### config.mk
export PLATFORM = sky130hd
export DESIGN_NAME = lc4_div_seq
export DESIGN_NICKNAME = d
export VERILOG_FILES = /design/src/rtl/lc4_div_seq.sv
export SDC_FILE = /design/constraint.sdc
export NUM_CORES = 1
export LEC_CHECK = 0
export CORE_MARGIN = 2
export CORE_UTILIZATION = 45
export DETAILED_ROUTE_END_ITERATION = 6
export PLACE_DENSITY = 0.69
export SLEW_MARGIN = 20
export SYNTH_ARGS = -nofsm -noshare
export SYNTH_HDL_FRONTEND = slang
export SYNTH_SLANG_ARGS = --single-unit
### constraint.sdc
create_clock -name clk -period 3.5 [get_ports clk]
set_input_delay 0.7 -clock clk [delete_from_list [all_inputs] [get_ports clk]]
set_output_delay 0.7 -clock clk [all_outputs]
set_load 0.02 [all_outputs]
### src/rtl/lc4_div_seq.sv
// rtl/lc4_div_seq.sv - multi-cycle restoring divider for LC4 DIV/MOD
module lc4_div_seq #(
    parameter int BITS_PER_CYCLE = 1
) (
    input  logic        clk,
    input  logic        rst,
    input  logic        i_start,
    input  logic        i_flush,
    input  logic [15:0] i_dividend,
    input  logic [15:0] i_divisor,
    output logic        o_busy,
    output logic        o_done,
    output logic [15:0] o_quotient,
    output logic [15:0] o_remainder
);

    localparam int         N     = 16 / BITS_PER_CYCLE;
    localparam logic [4:0] N_CNT = 5'(N);

    generate
        if (BITS_PER_CYCLE != 1 && BITS_PER_CYCLE != 2 && BITS_PER_CYCLE != 4) begin : g_bad_bpc
            $error("lc4_div_seq: BITS_PER_CYCLE must be 1, 2 or 4");
        end
    endgenerate

    typedef enum logic [1:0] {
        S_IDLE = 2'd0,
        S_RUN  = 2'd1,
        S_DONE = 2'd2
    } state_t;

    state_t      r_state;
    state_t      w_next;
    logic [15:0] r_rem;
    logic [15:0] r_quo;
    logic [15:0] r_div;
    logic [4:0]  r_cnt;
    logic [15:0] r_q_out;
    logic [15:0] r_r_out;

    logic [16:0] w_rem_step;
    logic [15:0] w_quo_step;
    logic        w_load;
    logic        w_zero_done;
    logic        w_finish;
    logic        w_iterate;

    // Shared subtract/compare stage, unrolled BITS_PER_CYCLE times per clock.
    // The 17-bit partial remainder keeps the shifted-in bit for the compare.
    always_comb begin
        w_rem_step = {1'b0, r_rem};
        w_quo_step = r_quo;
        for (int i = 0; i < BITS_PER_CYCLE; i++) begin
            w_rem_step = {w_rem_step[15:0], w_quo_step[15]};
            w_quo_step = {w_quo_step[14:0], 1'b0};
            if (w_rem_step >= {1'b0, r_div}) begin
                w_rem_step    = w_rem_step - {1'b0, r_div};
                w_quo_step[0] = 1'b1;
            end
        end
    end

    always_ff @(posedge clk or posedge rst) begin
        if (rst) begin
            r_state <= S_IDLE;
        end else begin
            r_state <= w_next;
        end
    end

    always_comb begin
        w_next      = r_state;
        w_load      = 1'b0;
        w_zero_done = 1'b0;
        w_finish    = 1'b0;
        w_iterate   = 1'b0;
        o_busy      = 1'b0;
        o_done      = 1'b0;
        case (r_state)
            S_IDLE: begin
                // A flush in the same cycle drops the request.
                if (i_start && !i_flush) begin
                    if (i_divisor == 16'd0) begin
                        w_next      = S_DONE;
                        w_zero_done = 1'b1;
                    end else begin
                        w_next = S_RUN;
                        w_load = 1'b1;
                    end
                end
            end
            S_RUN: begin
                o_busy = 1'b1;
                if (i_flush) begin
                    w_next = S_IDLE;
                end else begin
                    w_iterate = 1'b1;
                    if (r_cnt == 5'd1) begin
                        w_next   = S_DONE;
                        w_finish = 1'b1;
                    end
                end
            end
            S_DONE: begin
                o_busy = 1'b1;
                o_done = !i_flush;
                w_next = S_IDLE;
            end
            default: begin
                w_next = S_IDLE;
            end
        endcase
    end

    always_ff @(posedge clk or posedge rst) begin
        if (rst) begin
            r_rem <= 16'd0;
            r_quo <= 16'd0;
            r_div <= 16'd0;
            r_cnt <= 5'd0;
        end else if (w_load) begin
            r_rem <= 16'd0;
            r_quo <= i_dividend;
            r_div <= i_divisor;
            r_cnt <= N_CNT;
        end else if (w_iterate) begin
            r_rem <= w_rem_step[15:0];
            r_quo <= w_quo_step;
            r_cnt <= r_cnt - 5'd1;
        end
    end

    // Result registers change only on entry to DONE; a flush leaves them alone.
    always_ff @(posedge clk or posedge rst) begin
        if (rst) begin
            r_q_out <= 16'd0;
            r_r_out <= 16'd0;
        end else if (w_zero_done) begin
            r_q_out <= 16'd0;
            r_r_out <= 16'd0;
        end else if (w_finish) begin
            r_q_out <= w_quo_step;
            r_r_out <= w_rem_step[15:0];
        end
    end

    assign o_quotient  = r_q_out;
    assign o_remainder = r_r_out;

endmodule
==> summary.md <==
| Metric | Value |
|---|---|
| Status | `finished, final reports clean` |
| Avg WL per Cell | `15.4 µm` |
| Clock sinks | `87` |
| Max stage delay on crit path | `550 ps` |
| Leading area contributor after synthesis | `dfrtp_1` |
| Largest net degree at the start of global routing | `55` |
| Distinct cell type count after synthesis | `49` |
| DR vias/cell | `5.37` |
| Final max-slew violation count | `0` |
| Setup violators final | `0` |
| Detailed-route DRC error count | `0` |
| # hold bufs at CTS | `0` |
| Worst slew pin tran | `773 ps` |
| RSZ-0062 raised after global routing | `false` |
| Initial antenna violation count | `0` |
| TritonCTS clock tree | `done` |
| Worst setup SP type | `register` |
| Core Box Area | `9770 µm²` |
| Fillers | `911` |
| Initial Util | `46.6%` |
| Tcrit/Tclk final | `83.7%` |
| Iteration count of the initial detailed-routing pass | `4` |
| Final hold violation count | `0` |
| Ant diodes | `0` |
| Syn avg cell area | `9.10 µm²` |
| Number of flops mapped to enable cells by yosys | `0` |
| Routability cong. | `0.871` |
| Max FO, Critical Path | `3` |
| Mapped Cells | `500` |
| Post-DRT Antenna Nets | `0` |
| I/O Buffers | `69` |
| First-pass GRT wire length | `18.1 mm` |
| Peak supply drop | `0.493 mV` |
| Post-CTS Setup Bufs | `0` |
| I/O pins | `70` |
| CTS Buf Count | `9` |
| Hpwl dp | `7.68 mm` |
| Post-Layout Cell Count | `698` |
| Crit-path cells | `inv_1 -> ha_1 -> inv_1 -> fa_1 -> a21o_1 -> a221oi_1 -> buf_4 -> o211a_1 -> nor2_1 -> o311ai_0 -> o211ai_1 -> a21oi_1` |
| Post-CTS sizing | `0` |
| Setup_tns | `0 ps` |
| Leakage | `0.00252 µW` |
| Clock Path Buffers | `2` |
| Rows | `36` |
| Area contributors post-synth | `dfrtp_1, nand2_1, ha_1` |
| Synth async-reset ratio | `100%` |
| Top-count cell post-synth | `nand2_1` |
| Reg area | `2180 µm²` |
| Kind of end point of the critical path | `register` |
| Clk_lat worst skew | `370 ps` |
| Fmax | `341 MHz` |
| CP arrival | `3220 ps` |
| Nets@finish | `618` |
| Post-Syn Area | `4550 µm²` |
| Total congestion overflow | `0` |
| CP dominant cell by count | `inv_1` |
| Total number of vias | `3,751` |
| Layout cells sized above 1 | `6.37%` |
| Starting DRT DRC Count | `171` |
| CP Buf/Inv Count | `3` |
| Synth top cells by count | `nand2_1, dfrtp_1, o21ai_0` |
| Die area | `10,900 µm²` |
| Register area share after synthesis | `47.8%` |
| CTS clk-pin slew, worst paths | `90 ps` |
| DIE HEIGHT | `105 µm` |
| Seq cells post-synth | `87` |
| Inst Count DP | `682` |
| Max-slew headroom | `48.4%` |
| Hold Slack | `485 ps` |
| Ys Warns | `0` |
| Root buf cell | `clkbuf_8` |
| Critical Path RT | `3790 ps` |
| MaxCap Viol Count | `0` |
| Slowest-stage cell, CP | `o311ai_0` |
| Area grow syn2layout | `22.3%` |
| Multi-input logic area | `2160 µm²` |
| Vias in the first global route | `3,604` |
| Dominant synthesized flop cell | `dfrtp_1` |
| Final Skew | `13.7 ps` |
| Cell family with most CP delay | `compound AO/OA/AOI/OAI gates` |
| Power density over the cells | `1040 nW/µm²` |
| Worst min path class | `reg2reg` |
| H-tree depth | `3` |
| Top cell type's share of synthesized area | `47.8%` |
| Post-Syn Nets | `558` |
| WL final | `10.7 mm` |
| Total GRT Usage | `20.8%` |
| DIE WIDTH | `105 µm` |
| Setup CP Type | `reg2reg` |
| Period minus WS final | `2930 ps` |
-- where the power goes --
| group | leakage (µW) | switching [µW] | internal [µW] |
|---|---|---|---|
| registers | 0.00112 | 284 | 1410 |
| clock network | 0.0000974 | 383 | 303 |
| logic | 0.00130 | 1950 | 1460 |
| total | 0.00252 | 2620 | 3170 |
-- layout by cell type, fill, tap and decap left out, types with 3 or more instances in the layout --
cell type	n
nor3_1	6
a31oi_1	18
inv_1	25
a21oi_1	34
mux2i_1	11
nand2b_1	4
clkbuf_8	11
a22o_1	15
a21o_1	8
nor4_1	5
xor2_1	5
clkdlybuf4s50_1	69
nand4_1	4
dfrtp_1	87
xnor2_1	10
o21ai_1	13
nand2_1	88
o211ai_1	4
and3_1	3
buf_4	8
o21ai_0	43
nand3_1	8
ha_1	21
nor2_1	27
-- logic make-up (layout without fill, tap and decap cells) --
logic type | Yosys count | count (layout) | synth area share (%)
AOI/OAI and AO/OA | 148 | 148 | 19.5
xor gates and xnor gates | 15 | 15 | 2.89
adders and majority gates | 22 | 22 | 6.21
buffers and inverters | 55 | 120 | 5.00
DFF | 87 | 87 | 47.8
muxes | 11 | 11 | 2.42
and+or+nand+nor | 162 | 162 | 16.2
-- registers in the layout, indices dropped and copies added, names as in the netlist --
register and count:
o_quotient 16, o_remainder 16, r_cnt 5, r_div 16, r_quo 16, r_rem 16
r_state 2
-- layout make-up --
| type | count | share of cell area (%) |
|---|---|---|
| flip-flops and latches | 87 | 39.1 |
| multi-input cells | 358 | 38.8 |
| repair buffers | 78 | 13.8 |
| well taps | 133 | 2.99 |
| clock buffers | 11 | 2.72 |
| inverters | 26 | 1.77 |
| clock inverters | 5 | 0.741 |
-- final timing paths --
kind	startpoint	end	slack, ps	cells after the start
worst max-delay path	r_quo[15]	r_rem[14]	570	12
worst min-delay path	o_remainder[0]	o_remainder[0]	480	2
worst max register to register	r_quo[15]	r_rem[14]	570	12
worst min register to register	o_remainder[0]	o_remainder[0]	480	2
max in group asynchronous	rst	r_rem[14]	2120	3
min in group asynchronous	rst	o_remainder[6]	710	2
-- per-stage QoR --
stage               setup WS [ps]  power, µW  utilization, %  area [µm²]
floorplan                     550       4190               -        4550
global placement              615       5030            54.9        5370
detailed placement            582       5090            55.0        5370
CTS                           577       5790            56.9        5560
global route                  375       6280            57.0        5570
finish                        571       5790            57.0        5570
-- worst reg2reg max path: cells and delay by family (launching register included) --
kind	cells	cell delay, ps
buf+inv	3	310
fa+ha+maj	2	560
simple gates	1	70
flops	1	420
compound gates	6	1500
-- layer usage --
layer | share of wire (%) | wire, µm | track usage (%) | vias up
li1 | - | - | - | 1867
met1 | 50 | 5350 | 30.8 | 1796
met2 | 45 | 4860 | 31.2 | 82
met3 | 4.3 | 462 | 2.74 | 6
met4 | 0.76 | 82 | 7.62 | 0
met5 | 0 | 0 | 0 | -
Note: power is estimated with default switching activity, not from simulation.
